[src/rtl/fc_stream_loader_pkg.sv]
// Shared definitions for the FC job stream loader: default job geometry,
// data widths and the loader state encoding.
package fc_stream_loader_pkg;

    localparam int IN_BYTES_DEF  = 8;
    localparam int OUT_BYTES_DEF = 4;
    localparam int BYTE_SIZE     = 8;
    localparam int WORD_SIZE     = 32;
    localparam int LANES         = WORD_SIZE / BYTE_SIZE;

    typedef enum logic [1:0] {
        FILL     = 2'd0,
        DRAIN    = 2'd1,
        BURST    = 2'd2,
        WAIT_RES = 2'd3
    } ld_state_e;

endpackage

[src/rtl/fc_word_buf.sv]
// Job word buffer: DEPTH x 32 register file with per-byte-lane writes and a
// registered read port that returns zero whenever no read is requested.
module fc_word_buf
    import fc_stream_loader_pkg::*;
#(
    parameter int DEPTH = 11,
    parameter int AW    = $clog2(DEPTH)
) (
    input  logic                 clk,
    input  logic                 rst,
    input  logic                 wr_en,
    input  logic [AW-1:0]        wr_addr,
    input  logic [LANES-1:0]     wr_be,
    input  logic [WORD_SIZE-1:0] wr_data,
    input  logic                 rd_en,
    input  logic [AW-1:0]        rd_addr,
    output logic [WORD_SIZE-1:0] rd_data
);

    logic [WORD_SIZE-1:0] mem [DEPTH];

    // Contents are not reset; a job always overwrites every byte before replay.
    always_ff @(posedge clk) begin
        if (wr_en) begin
            for (int j = 0; j < LANES; j++) begin
                if (wr_be[j]) begin
                    mem[wr_addr][j*BYTE_SIZE +: BYTE_SIZE] <= wr_data[j*BYTE_SIZE +: BYTE_SIZE];
                end
            end
        end
    end

    always_ff @(posedge clk) begin
        if (rst) begin
            rd_data <= '0;
        end else if (rd_en) begin
            rd_data <= mem[rd_addr];
        end else begin
            rd_data <= '0;
        end
    end

endmodule

[src/rtl/fc_stream_loader.sv]
// Byte-stream front end for fc_controller: buffers one framed job, replays it
// as a gap-free word burst, then waits for all result words before the next job.
//
//  state    | meaning
//  FILL     | accepting job bytes into the buffer
//  DRAIN    | discarding an overlong frame until its s_last
//  BURST    | replaying buffered words on fc_r_valid
//  WAIT_RES | counting fc_t_valid result beats
module fc_stream_loader
    import fc_stream_loader_pkg::*;
#(
    parameter int IN_BYTES  = IN_BYTES_DEF,
    parameter int OUT_BYTES = OUT_BYTES_DEF
) (
    input  logic                 clk,
    input  logic                 rst,
    input  logic                 s_valid,
    output logic                 s_ready,
    input  logic [BYTE_SIZE-1:0] s_data,
    input  logic                 s_last,
    output logic                 fc_r_valid,
    output logic [WORD_SIZE-1:0] fc_in_data,
    input  logic                 fc_t_valid,
    output logic                 busy,
    output logic                 frame_err
);

    localparam int W_BYTES   = IN_BYTES * OUT_BYTES;
    localparam int TOT_BYTES = IN_BYTES + W_BYTES + OUT_BYTES;
    localparam int TOT_WORDS = TOT_BYTES / LANES;
    localparam int OUT_WORDS = OUT_BYTES / LANES;
    localparam int BCW       = $clog2(TOT_BYTES + 1);
    localparam int WCW       = $clog2(TOT_WORDS + 1);
    localparam int RCW       = $clog2(OUT_WORDS + 1);
    localparam int AW        = $clog2(TOT_WORDS);

    ld_state_e      state, state_nxt;
    logic [BCW-1:0] byte_cnt, byte_cnt_nxt;
    logic [WCW-1:0] word_cnt, word_cnt_nxt;
    logic [RCW-1:0] res_left, res_left_nxt;
    logic           ferr_nxt;
    logic           r_valid_q;
    logic           accept;
    logic           at_end;
    logic           wr_en;
    logic           rd_en;
    logic [AW-1:0]  rd_addr;
    logic [LANES-1:0] wr_be;

    assign s_ready    = (state == FILL) || (state == DRAIN);
    assign busy       = (state == BURST) || (state == WAIT_RES);
    assign accept     = s_valid && s_ready;
    assign at_end     = (byte_cnt == BCW'(TOT_BYTES - 1));
    assign wr_be      = LANES'(1) << byte_cnt[1:0];
    assign fc_r_valid = r_valid_q;

    always_comb begin
        state_nxt    = state;
        byte_cnt_nxt = byte_cnt;
        word_cnt_nxt = word_cnt;
        res_left_nxt = res_left;
        ferr_nxt     = 1'b0;
        wr_en        = 1'b0;
        rd_en        = 1'b0;
        rd_addr      = '0;
        case (state)
            FILL: begin
                if (accept) begin
                    wr_en        = 1'b1;
                    byte_cnt_nxt = byte_cnt + BCW'(1);
                    if (s_last) begin
                        byte_cnt_nxt = '0;
                        if (at_end) begin
                            // Word 0 is launched on the same edge that writes the last byte.
                            state_nxt    = BURST;
                            rd_en        = 1'b1;
                            word_cnt_nxt = WCW'(1);
                        end else begin
                            ferr_nxt = 1'b1;
                        end
                    end else if (at_end) begin
                        ferr_nxt     = 1'b1;
                        byte_cnt_nxt = '0;
                        state_nxt    = DRAIN;
                    end
                end
            end
            DRAIN: begin
                if (accept && s_last) begin
                    state_nxt    = FILL;
                    byte_cnt_nxt = '0;
                end
            end
            BURST: begin
                if (word_cnt == WCW'(TOT_WORDS)) begin
                    state_nxt    = WAIT_RES;
                    word_cnt_nxt = '0;
                    res_left_nxt = RCW'(OUT_WORDS);
                end else begin
                    rd_en        = 1'b1;
                    rd_addr      = AW'(word_cnt);
                    word_cnt_nxt = word_cnt + WCW'(1);
                end
            end
            WAIT_RES: begin
                if (fc_t_valid) begin
                    if (res_left == RCW'(1)) begin
                        state_nxt    = FILL;
                        res_left_nxt = '0;
                    end else begin
                        res_left_nxt = res_left - RCW'(1);
                    end
                end
            end
            default: state_nxt = FILL;
        endcase
    end

    always_ff @(posedge clk) begin
        if (rst) begin
            state     <= FILL;
            byte_cnt  <= '0;
            word_cnt  <= '0;
            res_left  <= '0;
            frame_err <= 1'b0;
            r_valid_q <= 1'b0;
        end else begin
            state     <= state_nxt;
            byte_cnt  <= byte_cnt_nxt;
            word_cnt  <= word_cnt_nxt;
            res_left  <= res_left_nxt;
            frame_err <= ferr_nxt;
            r_valid_q <= rd_en;
        end
    end

    fc_word_buf #(
        .DEPTH (TOT_WORDS),
        .AW    (AW)
    ) u_buf (
        .clk     (clk),
        .rst     (rst),
        .wr_en   (wr_en),
        .wr_addr (AW'(byte_cnt >> 2)),
        .wr_be   (wr_be),
        .wr_data ({LANES{s_data}}),
        .rd_en   (rd_en),
        .rd_addr (rd_addr),
        .rd_data (fc_in_data)
    );

endmodule

[config.mk]
export PLATFORM = sky130hd
export DESIGN_NAME = fc_stream_loader
export DESIGN_NICKNAME = d
export VERILOG_FILES = /design/src/rtl/fc_stream_loader_pkg.sv /design/src/rtl/fc_word_buf.sv /design/src/rtl/fc_stream_loader.sv
export SDC_FILE = /design/constraint.sdc
export NUM_CORES = 1
export LEC_CHECK = 0
export ABC_AREA = 1
export BUFFER_PORTS_ARGS = -buffer_cell sky130_fd_sc_hd__clkbuf_2
export CAP_MARGIN = 30
export CORE_ASPECT_RATIO = 0.7
export CORE_MARGIN = 2
export CORE_UTILIZATION = 34
export CTS_CLUSTER_DIAMETER = 120
export DETAILED_ROUTE_END_ITERATION = 6
export MAX_ROUTING_LAYER = met4
export PLACE_DENSITY = 0.51
export SYNTH_ARGS = -nofsm -noshare
export SYNTH_HDL_FRONTEND = slang
export SYNTH_SLANG_ARGS = --single-unit
[constraint.sdc]
create_clock -name clk -period 2 [get_ports clk]
set_input_delay 0.1 -clock clk [delete_from_list [all_inputs] [get_ports clk]]
set_output_delay 0.1 -clock clk [all_outputs]
set_load 0.02 [all_outputs]
# Word level (Yosys, flattened, before mapping)
# Memories as Yosys holds them, arrays and structs flattened. A register that Yosys moved wholly into a read port is not among the register bits.
# Cells that the tools add are included.
op_classes:
  n_addsub: 3
  n_eq_ne: 12
  shift: 1
  muxes: 46
  bitwise_logic: 3
  reduce_logical: 14
ops:
  columns: ["op", "n"]
  rows:
  - ["two-way mux 4 bit", 6]
  - ["two-way mux 6 bit", 4]
  - ["two-way mux 1 bit", 23]
  - ["two-way mux 2 bit", 8]
  - ["one-hot mux 6 bit (2 select lines)", 1]
  - ["!= test 2 bit (second input constant)", 5]
  - ["one-hot mux 2 bit (4 select lines)", 1]
  - ["one-hot mux 4 bit (2 select lines)", 1]
  - ["adder 6 x 1 -> 6 bit (second input constant)", 1]
  - ["== test 6 bit (second input constant)", 1]
  - ["AND reduction 3 bit", 2]
  - ["AND reduction 6 bit", 1]
  - ["nonzero test 2 bit", 3]
  - ["adder 4 x 1 -> 4 bit (second input constant)", 1]
  - ["== test 2 bit (second input constant)", 2]
  - ["== test 4 bit (second input constant)", 1]
  - ["!= test 2 x 1 -> 1 bit (second input constant)", 2]
  - ["one-hot mux 1 bit (2 select lines)", 2]
  - ["AND reduction 4 bit", 1]
  - ["<< shifter 1 x 2 -> 4 bit (first input constant)", 1]
  - ["inverter 1 bit", 3]
  - ["OR reduction 3 bit", 1]
  - ["== test 2 x 1 -> 1 bit (second input constant)", 1]
  - ["logical AND 1 bit", 2]
  - ["4 further kinds", 5]
totals:
  ff_bits: 15
  mem_bits_rw: 352
  inputBits: 13
  out_inout_bits: 36
  wordCells: 86
  memories: 1
memory_table:
  columns: ["name", "depth", "width", "rd", "rd_clocked_by_memory_dff", "wr", "line_no", "text"]
  rows:
  - ["u_buf.mem", 11, 32, 1, 1, 1, "fc_word_buf.sv:20", "logic [WORD_SIZE-1:0] mem [DEPTH];"]

# Depth between registers and ports, before layout
logic_depth:
  ltp_word: 7
  ltp_mapped: 10

# Modules after synthesis
# A second synthesis with hierarchy kept.
hier_totals:
  hier_cells: 1530
  area_unflattened_um2: 16443.3
by_module_without_submodules:
  columns: ["mod", "n_inst", "cells_each", "area_per_inst_um2", "seq_area_each_um2"]
  rows:
  - ["fc_word_buf", 1, 1400, 15552.4, 11210.8]
  - ["fc_stream_loader", 1, 130, 890.9, 300.3]

# Least setup slack after synthesis
# OpenSTA, ideal clock, no wires.
synth_path:
  kind: "register to register"
  from: "reg state[0]"
  to: "mem u_buf.mem[10][10] (enable)"
  setup_ns: 0.370
  arrival_time_ns: 1.389
  t_required_ns: 1.630
  path_slack_ns: 0.241
  stages_incl_launch_ff: 7
  period_less_slack_ns: 1.759
  path_cell_list: "dfxtp_1 nor2_1 inv_1 nor2_4 nand2_1 clkbuf_1 nor2_1"
synth_between:
  elab_chain_len: 7
synth_lines:
  columns: ["item", "line_no", "text"]
  rows:
  - ["start, declared", "fc_stream_loader.sv:37", "ld_state_e state, state_nxt;"]
  - ["start signal, assigned", "fc_stream_loader.sv:128", "state <= state_nxt;"]
  - ["== test 2 x 1 -> 1 bit or zero test 2 bit (tied branches)", "fc_stream_loader.sv:50, fc_stream_loader.sv:66", null]
  - ["logical OR 1 bit", "fc_stream_loader.sv:50", "assign s_ready = (state == FILL) || (state == DRAIN);"]
  - ["logical AND 1 bit", "fc_stream_loader.sv:52", "assign accept = s_valid && s_ready;"]
  - ["two-way mux 1 bit", "fc_stream_loader.sv:68", "if (accept) begin"]
  - ["two-way mux 1 bit (*)", "fc_stream_loader.sv:66", "case (state)"]
  - ["two-way mux 1 bit (*)", "fc_word_buf.sv:24", "if (wr_en) begin"]
  - ["two-way mux 1 bit (not written as such) (*)", "fc_word_buf.sv:27", "mem[wr_addr][j*BYTE_SIZE +: BYTE_SIZE] <= wr_data[j*BYTE_SIZE +: BYTE_SIZE];"]
  - ["end, declared", "fc_word_buf.sv:20", null]
# Every way passes the cells marked *; elsewhere a longest branch is shown, timed or not.

# Worst setup path in the final report
layout_path:
  from: "reg word_cnt[0]"
  to: "reg u_buf.rd_data[4] (read register of u_buf.mem)"
layout_between:
  elab_chain_len: 5
layout_lines:
  columns: ["item", "line_no", "text"]
  rows:
  - ["start, declared", "fc_stream_loader.sv:39", "logic [WCW-1:0] word_cnt, word_cnt_nxt;"]
  - ["start signal, assigned", "fc_stream_loader.sv:130", "word_cnt <= word_cnt_nxt;"]
  - ["== test 4 bit", "fc_stream_loader.sv:95", "if (word_cnt == WCW'(TOT_WORDS)) begin"]
  - ["two-way mux 1 bit", "fc_stream_loader.sv:95", null]
  - ["one-hot mux 1 bit (2 select lines)", "fc_stream_loader.sv:66", null]
  - ["inverter 1 bit (no line)", null, null]
  - ["OR reduction 2 bit (no line)", null, null]
  - ["end, declared", "fc_word_buf.sv:17", "output logic [WORD_SIZE-1:0] rd_data"]
# Several ways; a longest one is shown, not always the timed one.
# A chain may end at the register's enable or synchronous reset.

==> impl_metrics.ini <==
[critical_path]
worstSetupStartpoint = word_cnt[0]$_SDFFE_PP0P_
critical_path_class = reg -> reg
cp.arrival_ns = 2.30
cp_max_fo = 25
cpMaxStageDelayCell = dfxtp_2
worstPathRequired_ns = 2.41
cp-end-kind = flip-flop
worst_path_largest_cell_delay_ns = 0.36
cp-start-kind = flip-flop
cp_top_family = simple AND/OR/NAND/NOR gates
critPathBufInv = 2
path_cells = ha_2 > nand3_4 > nand3_4 > buf_16 > buf_4 > nor2_1 > nand2_1 > nand3_1 > nand3_1 > a21oi_1
r2r_start = word_cnt[0]$_SDFFE_PP0P_

[clock_tree]
clock-sinks = 399
clk_pin_slew_worst_paths_ns = 0.06
htreeDepth = 2
cts_made_buffers = 39
clock_latency_ns = 0.54
cts_tree = built
cts_root_buffer = clkbuf_16
clockBufferDepth = 3

[sta]
maxSlewHeadroom = 0.557
fin_skew_ns = 0.0170
fin_crit_sh = 0.949
fin_tns_setup_ns = 0
worst-slew-pin-transition_ns = 0.664
holdWs_ns = 0.0560
final_max_slew_viol_count = 0
period_needed_ns = 1.90
hold_viol_final = 0
worst_slack_ns = 0.102
setup_violations = 0
fmax_mhz = 527

[placed_design]
dp_slack_ns = -0.0137
dp_hpwl_mm = 27.1
gp_congestion = 0.817
io_buffers = 48

[synthesis]
synthesis.nets = 1640
synth_most_common_cell = edfxtp_1
yosysTopAreaCell = edfxtp_1
synth_cell_types = 29
synth_top_cells_by_count = 352 x edfxtp_1, 332 x nand2_1, 249 x nor2_1
synth_ff_type = edfxtp_1
synth-seq-cells = 399
ys_seq_area_frac = 0.687
yosysWarnings = 0
async_reset_ff_frac = 0
syn_avg_cell_area_um2 = 10.3
netlist_instances = 1621
synth_edf_count = 352
synthTopCellsByArea = edfxtp_1 63%, nand2_1 7.4%, nand3_1 5.9%, dfxtp_1 5.6%, nor2_1 5.6%
syn-cell-area_um2 = 16800
synth_top_area_share = 0.630

[floorplanning]
io_pins = 49
die-area_um2 = 51100
dieWidth_um = 269
coreArea_um2 = 49000
die_h_um = 190
rows = 68
start_util = 0.342

[grt]
grt_max_degree = 69
grt_first_pass_wirelength_mm = 69.3
antenna_found_initial = 0
first_global_vias = 11300
grt-ovfl-total = 0
grtUsageTotal = 0.183

[routing]
route.vias.total = 11800
wl_per_cell_um = 19.5
detail-route-antenna-nets = 0
drtIter0Drc = 1307
viasPerCell = 4.88
routed_wl_mm = 47.3
drc = 0
dr.pass1.iters = 5

[pwr]
p_leak_uw = 0.00842
pwr_density_cell_nw_per_um2 = 833
peakVddDrop_uv = 599

[final_layout]
syn_to_final_growth_pct = 19.2
nets = 1751
drive_gt1_frac = 0.131

[status]
outcome = completed

[worst_hold_path]
hold_path.class = in -> reg
hold_start = s_data[4]

[job]
drv_cap = 0
metal layers:
layer / wire (µm) / vias to the layer above / GRT usage
li1: - / 5600 / -
met1: 23400 / 5874 / 0.265
met2: 20900 / 309 / 0.273
met3: 2420 / 56 / 0.0270
met4: 683 / 0 / 0.0378
met5: 0 / - / -
metrics by stage:
stage           util  area [µm²]  total power, µW  std cells
2_1_floorplan      -       16800             9350       1621
3_3_place_gp   0.375       18400             9590       2338
3_5_place_dp   0.375       18400             9590       2338
4_1_cts        0.402       19700            16800       2415
5_1_grt        0.408       20000            17100       2427
6_report       0.408       20000            16700       2428
final cells by class:
cell class,instances,area [µm²]
fillers,4772,29000
flip-flops and latches,399,11500
multi-input cells,915,4080
repair buffers,159,1500
clock buffers,53,1120
well taps,665,832
inverters,218,825
clock inverters,18,113
diodes,1,2.50
layout by cell type, fill, tap and decap left out, types with 4 or more instances in the layout:
cell type / netlist / routed
a211oi_1: 4 / 4
a21oi_1: 43 / 42
buf_12: 0 / 16
buf_16: 0 / 4
buf_4: 1 / 73
buf_6: 0 / 6
clkbuf_1: 46 / 7
clkbuf_16: 0 / 47
clkbuf_2: 0 / 48
clkbuf_8: 0 / 5
clkinv_1: 0 / 6
clkinv_2: 0 / 9
dfxtp_1: 47 / 44
dlygate4sd3_1: 0 / 6
edfxtp_1: 352 / 352
ha_1: 6 / 5
inv_1: 215 / 213
nand2_1: 332 / 331
nand3_1: 196 / 196
nand4_1: 66 / 66
nor2_1: 249 / 248
registers in the layout (all words and copies together), names as in the netlist:
name,flops
res_left,1
u_buf.rd_data,32
u_buf.mem,352
state,2
fc_r_valid,1
byte_cnt,6
word_cnt,4
frame_err,1
logic make-up after synthesis:
kind of cell | after synthesis | share of synthesized area
compound gates | 53 | 0.0169
xor+xnor | 2 | 0.00104
fa+ha+maj | 6 | 0.00448
buf+inv | 307 | 0.0716
flops | 399 | 0.687
simple gates | 854 | 0.219
path summary, 6_finish.rpt:
check                                              endpoint  slack (ns)  depth (start not counted)
worst max register to register  u_buf.rd_data[4]$_SDFF_PP0_        0.10                         10
worst max-delay path            u_buf.rd_data[4]$_SDFF_PP0_        0.10                         10
worst min register to register     byte_cnt[5]$_SDFFE_PP0P_        0.54                          2
worst min-delay path             u_buf.mem[2][12]$_DFFE_PP_        0.06                          2
where the power goes:
| group | internal (µW) | switching [µW] |
|---|---|---|
| Clock | 4060 | 3180 |
| Sequential | 9080 | 8.06 |
| Combinational | 81.6 | 254 |
| Total | 13200 | 3440 |
timing repair:
action | CTS | global route
endpoints found under the hold margin | 11 | 0
hold buffers | 6 | 0
gates resized for setup | 0 | 23
setup buffers | 0 | 6
pin swaps | 0 | 3
endpoints found under the setup margin | 2 | 33
cloned | 0 | 6
Power figures use the tool's default switching activity.
